==> config.mk <==
export PLATFORM = sky130hd
export DESIGN_NAME = fetch_sequencer
export DESIGN_NICKNAME = d
export VERILOG_FILES = /design/src/rtl/fetch_sequencer.sv
export SDC_FILE = /design/constraint.sdc
export NUM_CORES = 1
export LEC_CHECK = 0
export ABC_AREA = 1
export CORE_UTILIZATION = 50
export CTS_CLUSTER_DIAMETER = 40
export DETAILED_ROUTE_END_ITERATION = 10
export HOLD_SLACK_MARGIN = 0.02
export PLACE_DENSITY = 0.95
export SLEW_MARGIN = 0
export SYNTH_ARGS = -nofsm -noshare
export SYNTH_HDL_FRONTEND = slang
export SYNTH_SLANG_ARGS = --single-unit
==> constraint.sdc <==
create_clock -name Clk -period 3 [get_ports Clk]
set_input_delay 0.9 -clock Clk [delete_from_list [all_inputs] [get_ports Clk]]
set_output_delay 0.9 -clock Clk [all_outputs]
set_load 0.02 [all_outputs]
==> src/rtl/fetch_sequencer.sv <==
// Instruction-fetch sequencer: owns the fetch PC and runs the program-memory read handshake.
// Min 3 cycles from Run/Advance to IR capture; waits on MemRdy, faults after TimeoutCycles idle WAIT edges.
module fetch_sequencer #(
  parameter int                   DataWidth     = 16,
  parameter int                   AddrWidth     = 16,
  parameter logic [AddrWidth-1:0] ResetVector   = '0,
  parameter int                   TimeoutCycles = 8
) (
  input  logic                 Clk,
  input  logic                 Reset,
  input  logic                 Run,
  output logic [AddrWidth-1:0] MemAddr,
  output logic                 MemRd,
  input  logic                 MemRdy,
  input  logic [DataWidth-1:0] MemData,
  output logic [DataWidth-1:0] IR_DIn,
  output logic                 IR_LD,
  output logic [AddrWidth-1:0] PC,
  input  logic                 Advance,
  input  logic                 Branch,
  input  logic [AddrWidth-1:0] BranchAddr,
  output logic                 Busy,
  output logic                 Fault
);

  localparam int                  CntWidth = $clog2(TimeoutCycles + 1);
  localparam logic [CntWidth-1:0] TmoLast  = CntWidth'(TimeoutCycles - 1);

  typedef enum logic [2:0] {
    S_IDLE,
    S_REQ,
    S_WAIT,
    S_LOAD,
    S_HOLD,
    S_FAULT
  } state_t;

  state_t               r_state;
  state_t               w_state_nxt;
  logic [AddrWidth-1:0] r_fetch_pc;
  logic [AddrWidth-1:0] w_fetch_pc_nxt;
  logic [AddrWidth-1:0] r_pc;
  logic [DataWidth-1:0] r_ir_din;
  logic [CntWidth-1:0]  r_tmo_cnt;
  logic [CntWidth-1:0]  w_tmo_cnt_nxt;
  logic                 w_capture;
  logic                 w_pc_load;
  logic                 w_tmo_hit;

  // The edge that would make the count reach TimeoutCycles is the faulting edge.
  assign w_tmo_hit = (r_tmo_cnt == TmoLast);

  always_comb begin
    w_state_nxt    = r_state;
    w_fetch_pc_nxt = r_fetch_pc;
    w_tmo_cnt_nxt  = r_tmo_cnt;
    w_capture      = 1'b0;
    w_pc_load      = 1'b0;
    case (r_state)
      S_IDLE: begin
        if (Run) w_state_nxt = S_REQ;
      end
      S_REQ: begin
        w_state_nxt   = S_WAIT;
        w_tmo_cnt_nxt = '0;
      end
      S_WAIT: begin
        if (MemRdy) begin
          w_state_nxt = S_LOAD;
          w_capture   = 1'b1;
        end else begin
          w_tmo_cnt_nxt = r_tmo_cnt + 1'b1;
          if (w_tmo_hit) w_state_nxt = S_FAULT;
        end
      end
      S_LOAD: begin
        w_state_nxt = S_HOLD;
        w_pc_load   = 1'b1;
      end
      S_HOLD: begin
        if (Advance) begin
          w_fetch_pc_nxt = Branch ? BranchAddr : r_fetch_pc + 1'b1;
          w_state_nxt    = Run ? S_REQ : S_IDLE;
        end
      end
      S_FAULT: begin
        w_state_nxt = S_FAULT;
      end
      default: begin
        w_state_nxt = S_IDLE;
      end
    endcase
  end

  always_ff @(posedge Clk or negedge Reset) begin
    if (!Reset) begin
      r_state   <= S_IDLE;
      r_tmo_cnt <= '0;
    end else begin
      r_state   <= w_state_nxt;
      r_tmo_cnt <= w_tmo_cnt_nxt;
    end
  end

  always_ff @(posedge Clk or negedge Reset) begin
    if (!Reset) begin
      r_fetch_pc <= ResetVector;
      r_pc       <= ResetVector;
      r_ir_din   <= '0;
    end else begin
      r_fetch_pc <= w_fetch_pc_nxt;
      if (w_capture) r_ir_din <= MemData;
      if (w_pc_load) r_pc <= r_fetch_pc;
    end
  end

  assign MemAddr = r_fetch_pc;
  assign MemRd   = (r_state == S_REQ) || (r_state == S_WAIT);
  assign IR_LD   = (r_state != S_LOAD);
  assign IR_DIn  = r_ir_din;
  assign PC      = r_pc;
  assign Busy    = (r_state == S_REQ) || (r_state == S_WAIT) || (r_state == S_LOAD);
  assign Fault   = (r_state == S_FAULT);

  a_ld_single_cycle: assert property (@(posedge Clk) disable iff (!Reset) !IR_LD |=> IR_LD);
  a_fault_sticky:    assert property (@(posedge Clk) disable iff (!Reset) Fault |=> Fault);

endmodule

==> results of run 1 <==
[layout make-up]
class,count,share of cell area (%)
Inverter,30,3.02
Clock inverter,2,1.02
Tap cell,70,2.30
Multi-Input combinational cell,228,31.3
Sequential cell,55,36.1
Timing Repair Buffer,93,24.0
Clock buffer,6,2.17
[Yosys cell counts]
cell,count
a21oi_1,10
a22oi_1,2
buf_2,3
buf_4,1
buf_6,2
clkbuf_1,3
clkinv_1,1
dfrtp_1,55
ha_1,2
inv_1,22
inv_2,6
inv_4,1
mux2_2,7
mux2_4,9
nand2_1,87
nand2_2,1
nand2_4,1
nand3_1,24
nand3_4,1
nand3b_1,1
nand4_1,5
nor2_1,36
nor2_2,3
nor2_4,1
nor3_1,2
o21ai_0,20
o21ai_1,12
o22ai_1,1
o31ai_2,1
or2_2,1
xor2_1,1
[stage by stage]
| stage | instance area, sq um | utilization (%) | setup slack (ns) |
|---|---|---|---|
| floorplan | 2740 | - | 1.05 |
| global placement | 3690 | 70.9 | 0.558 |
| detailed placement | 3690 | 70.9 | 0.484 |
| CTS | 3810 | 73.2 | 0.266 |
| global route | 3810 | 73.2 | 0.168 |
| finish | 3810 | 73.2 | 0.268 |
[flip-flops by register name (all words and copies together) (netlist names)]
name and cells:
IR_DIn 16, MemAddr 16, PC 16, r_state 3, r_tmo_cnt 4
[where the power goes]
group,switching [W],internal [W],leakage (nW)
Clock,0.000242,0.000275,0.0618
Combinational,0.00116,0.000995,1.06
Sequential,0.000322,0.00109,0.669
[per-layer routing]
metal  part of all wire, %  vias up  GRT usage (%)
li1                      -     1229              -
met1                    42     1191           31.9
met2                    50      118           43.1
met3                   6.3       13           3.95
met4                   2.0        0           8.08
met5                     0        -              0
[worst max path at each step]
stage	slack, ns	startpoint	to
after floorplan	1.05	r_state[0]$_DFFE_PN0P_	Fault
after global placement	0.56	Branch	MemAddr[6]$_DFFE_PN0P_
after detailed placement	0.48	Branch	MemAddr[5]$_DFFE_PN0P_
after CTS	0.27	r_state[0]$_DFFE_PN0P_	Fault
after global routing	0.17	r_state[2]$_DFFE_PN0P_	MemRd
final	0.27	r_state[2]$_DFFE_PN0P_	MemRd
[worst max-delay path, delay by kind of cell, from the launching register on]
kind,cells,cell delay [ns]
buffers and inverters,2,0.74
flip-flops,1,0.43
AND/OR/NAND/NOR,2,0.36
[cells by family (layout without fill, tap and decap cells)]
family / after synthesis / count (layout)
simple gates: 163 / 163
flops: 55 / 55
compound gates: 46 / 46
buf+inv: 39 / 131
mux: 16 / 16
fa+ha+maj: 2 / 2
xor+xnor: 1 / 1
==> results.yml, run 1 <==
worst_setup_path:
  r2r-start: "r_state[0]$_DFFE_PN0P_"
  r2r_end: "MemAddr[5]$_DFFE_PN0P_"
  critical_path_class: "flip-flop to output port"
  ff2ff_path_depth: 7
  startpoint_type: "flip-flop"
  crit_path_max_incr_delay_ns: 0.61
  cp_cell_sequence: "inv_2, nand3_1, nand2_1, clkdlybuf4s50_1"
  cp_slowest_cell: "clkdlybuf4s50_1"
  r2r_slack_ns: 1.36
  crit_arrival_ns: 1.83
  required_ns: 2.10
  cp_max_fo: 6
  cp-end-kind: "output port"
synth:
  synth_warnings: 0
  synth-adder-area-share_pct: 0.913
  yosysTopAreaCell: "dfrtp_1"
  synthDominantCellAreaShare_pct: 50.2
  synth_area_sq_um: 2740
  syn_inst: 322
  synth_top_family_by_area: "simple AND/OR/NAND/NOR gates"
  synth.area.mux_share_pct: 7.80
  synth.area.top_cells: "dfrtp_1 (50%), nand2_1 (12%), mux2_4 (4.9%)"
  synth.distinct_cells: 31
  ys_seq_area_share_pct: 50.2
  synth-compound-area-share_pct: 8.90
  synth_xor_area_share_pct: 0.319
  syn-num-nets: 362
  synthSimpleGateAreaFrac_pct: 25.6
  syn_area_per_cell_sq_um: 8.51
  ys_seq_elements: 55
power:
  peakVddDrop_v: 0.000607
  p_per_area_nw_per_um2: 1070
  cellLeakagePower_nw: 1.79
  total_power_w: 0.00408
cts:
  path_clk_slew_ns: 0.10
  cts_root_buf: "clkbuf_8"
  postCtsSetupRepairBufs: 0
  cts.hold.buffers_added: 0
  clock-sinks: 55
  cts_tree: "built"
  h-tree-depth: 2
  postCtsResizedCells: 0
  clk_path_buf_depth: 2
  insertion_delay_ns: 0.31
  cts_buffers: 5
drt:
  drt-initial-drc-count: 205
  wire_per_inst_microns: 14.4
  antenna_left: 0
  via_per_inst: 5.27
  dr.pass1.iters: 5
  wirelength_microns: 6980
  num_vias: 2551
  drc: 0
timing:
  tightest_slew_ns: 0.425
  fmax_mhz: 366
  fin_hold_ws_ns: 0.481
  timing.final.crit_share_pct: 91.1
  tns_ns: 0
  final_hold_viol_count: 0
  rsz0062_at_grt: "no"
  clock_skew_ns: 0.00456
  maxSlewHeadroom_pct: 71.6
  finalMaxSlewViolations: 0
  post-route-min-period_ns: 2.73
  final-setup-viol-count: 0
hold_path:
  hold_end: "PC[7]$_DFFE_PN0P_"
  worstHoldPathCells: 2
  min_path_type: "flip-flop to flip-flop"
  hold_start: "PC[7]$_DFFE_PN0P_"
run:
  max_cap_viol_count: 0
floorplan:
  start_util_pct: 52.7
  die_h_microns: 76.0
  dieArea_sq_um: 5780
  rows: 26
  core_area_sq_um: 5200
  die_w_microns: 76.0
  io_pins: 90
finish:
  area_growth_pct: 39.0
  fill_cells: 372
  antenna_cells: 0
  nNetsFinal: 453
  regArea_sq_um: 1380
  instances_no_fill: 484
  final_cell_mix: "clkdlybuf4s50_1 (88), nand2_1 (87), dfrtp_1 (55), nor2_1 (36), nand3_1 (24)"
  multiInputGateArea_sq_um: 1190
  drive_gt1_share_pct: 10.9
  final_common_cell: "clkdlybuf4s50_1"
grt:
  antenna_found_initial: 0
  grt_pass1_wl_microns: 11300
  grt_overflow: 0
  grt_max_degree: 30
  track_usage_pct: 24.8
  grt_pass1_vias: 2401
placement:
  dp_hpwl_microns: 5270
  port_buffers: 89
  gp_congestion: 0.902
  dp_cells: 476
run_status:
  outcome: "finished, final reports clean"
Power figures use the tool's default switching activity.
==> run 2: changes to the inputs <==
CELL_PAD_IN_SITES_DETAIL_PLACEMENT = 0   (was unset)
CELL_PAD_IN_SITES_GLOBAL_PLACEMENT = 1   (was unset)
CORE_UTILIZATION = 36   (was 50)
CTS_CLUSTER_SIZE = 25   (was unset)
PLACE_DENSITY = unset   (was 0.95)
PLACE_DENSITY_LB_ADDON = 0.1   (was unset)
==> results.yml, run 2 (synthesis gave the netlist of run 1 again) <==
run_status:
  outcome: "finished, final reports clean"
drt:
  met2RoutedLength_microns: 3310
  wirelength_microns: 6920
  dr.pass1.iters: 5
  wire_per_inst_microns: 13.5
  wl_met3_microns: 286
  routed.top_layer: "met4"
  via_per_inst: 4.64
  antenna_left: 0
  num_vias: 2383
  wl_met1_microns: 3270
  drt-initial-drc-count: 135
  drc: 0
cts:
  postCtsSetupRepairBufs: 0
  clk_path_buf_depth: 2
  path_clk_slew_ns: 0.10
  cts_root_buf: "clkbuf_8"
  insertion_delay_ns: 0.31
  cts_buffers: 5
  postCtsResizedCells: 0
  cts.hold.buffers_added: 0
  h-tree-depth: 2
  cts_tree: "built"
  clock-sinks: 55
timing:
  post-route-min-period_ns: 2.69
  clock_skew_ns: 0.00844
  tns_ns: 0
  rsz0062_at_grt: "no"
  maxSlewHeadroom_pct: 58.0
  timing.final.crit_share_pct: 89.5
  finalMaxSlewViolations: 0
  final-setup-viol-count: 0
  final_hold_viol_count: 0
  fmax_mhz: 372
  tightest_slew_ns: 0.630
floorplan:
  die_h_microns: 89.3
  io_pins: 90
  rows: 31
  die_w_microns: 89.3
  start_util_pct: 37.6
  dieArea_sq_um: 7970
  core_area_sq_um: 7290
placement:
  gp_congestion: 0.776
  dp_cells: 506
  port_buffers: 89
  dp_hpwl_microns: 5190
  place_area_sq_um: 3740
worst_setup_path:
  required_ns: 2.10
  r2r_end: "MemAddr[5]$_DFFE_PN0P_"
  crit_arrival_ns: 1.79
  startpoint_type: "flip-flop"
  ff2ff_path_depth: 7
  cp_max_fo: 4
  crit_path_end: "Fault"
  r2r_slack_ns: 1.41
  startpoint: "r_state[0]$_DFFE_PN0P_"
  cp-end-kind: "output port"
  r2r-start: "r_state[1]$_DFFE_PN0P_"
  critical_path_class: "flip-flop to output port"
power:
  cellLeakagePower_nw: 1.79
  p_per_area_nw_per_um2: 1030
  total_power_w: 0.00397
  peakVddDrop_v: 0.000418
finish:
  drive_gt1_share_pct: 11.1
  utilization_pct: 52.7
  instances_no_fill: 514
  nNetsFinal: 454
  final_common_cell: "clkdlybuf4s50_1"
  final_cell_mix: "clkdlybuf4s50_1 (88), nand2_1 (87), dfrtp_1 (55), nor2_1 (36), nand3_1 (24)"
  stdcell_area_sq_um: 3840
  area_growth_pct: 40.2
  antenna_cells: 0
hold_path:
  min_path_type: "flip-flop to flip-flop"
grt:
  track_usage_pct: 18.4
  grt_max_degree: 32
  grt_pass1_wl_microns: 11100
  grt_pass1_vias: 2271
  grt_overflow: 0
  antenna_found_initial: 0
run:
  max_cap_viol_count: 0
## run 2: changes by cell type in the layout (fill, tap and decap cells not counted)
cell | before | now
buf_12 | 0 | 1
bufinv_16 | 1 | 0
clkbuf_8 | 6 | 5
clkinv_4 | 0 | 2
inv_6 | 1 | 0
inv_8 | 0 | 1
## run 2: how the worst min path moves through the flow
stage	startpoint	endpoint	slack, ns	cells after the start
2_1_floorplan	r_tmo_cnt[2]$_DFFE_PN0P_	r_tmo_cnt[2]$_DFFE_PN0P_	0.48	2
3_3_place_gp	PC[7]$_DFFE_PN0P_	PC[7]$_DFFE_PN0P_	0.46	2
3_5_place_dp	PC[7]$_DFFE_PN0P_	PC[7]$_DFFE_PN0P_	0.46	2
4_1_cts	PC[7]$_DFFE_PN0P_	PC[7]$_DFFE_PN0P_	0.49	2
5_1_grt	PC[9]$_DFFE_PN0P_	PC[9]$_DFFE_PN0P_	0.52	2
6_report	PC[7]$_DFFE_PN0P_	PC[7]$_DFFE_PN0P_	0.48	2
## run 2: worst max-delay path, cell delays in order, from the launching register on
cell             delay (ns)
dfrtp_1                0.41
inv_2                  0.08
nor3_1                 0.31
clkdlybuf4s50_1        0.68
## run 2: per-stage QoR
step | setup slack (ns) | hold slack [ns]
floorplan | 1.05 | 0.484
global placement | 0.667 | 0.460
detailed placement | 0.624 | 0.462
CTS | 0.282 | 0.487
global route | 0.191 | 0.521
finish | 0.314 | 0.480
## run 2: cell type report
class / instances / area, sq um
Fill cell: 726 / 3450
Sequential cell: 55 / 1380
Multi-Input combinational cell: 228 / 1190
Timing Repair Buffer: 94 / 936
Tap cell: 99 / 124
Inverter: 30 / 115
Clock buffer: 5 / 68.8
Clock inverter: 3 / 28.8
## run 2: per-layer routing
layer / GRT usage (%) / vias to the layer above
met5: 0 / -
met4: 3.90 / 0
met3: 4.06 / 5
met2: 30.1 / 50
met1: 25.1 / 1100
li1: - / 1228
## run 2: power breakdown
group | internal (W) | switching, W | leakage (nW)
Combinational | 0.00100 | 0.00113 | 1.07
Sequential | 0.00109 | 0.000304 | 0.669
Clock | 0.000174 | 0.000267 | 0.0502
Total | 0.00226 | 0.00170 | 1.79
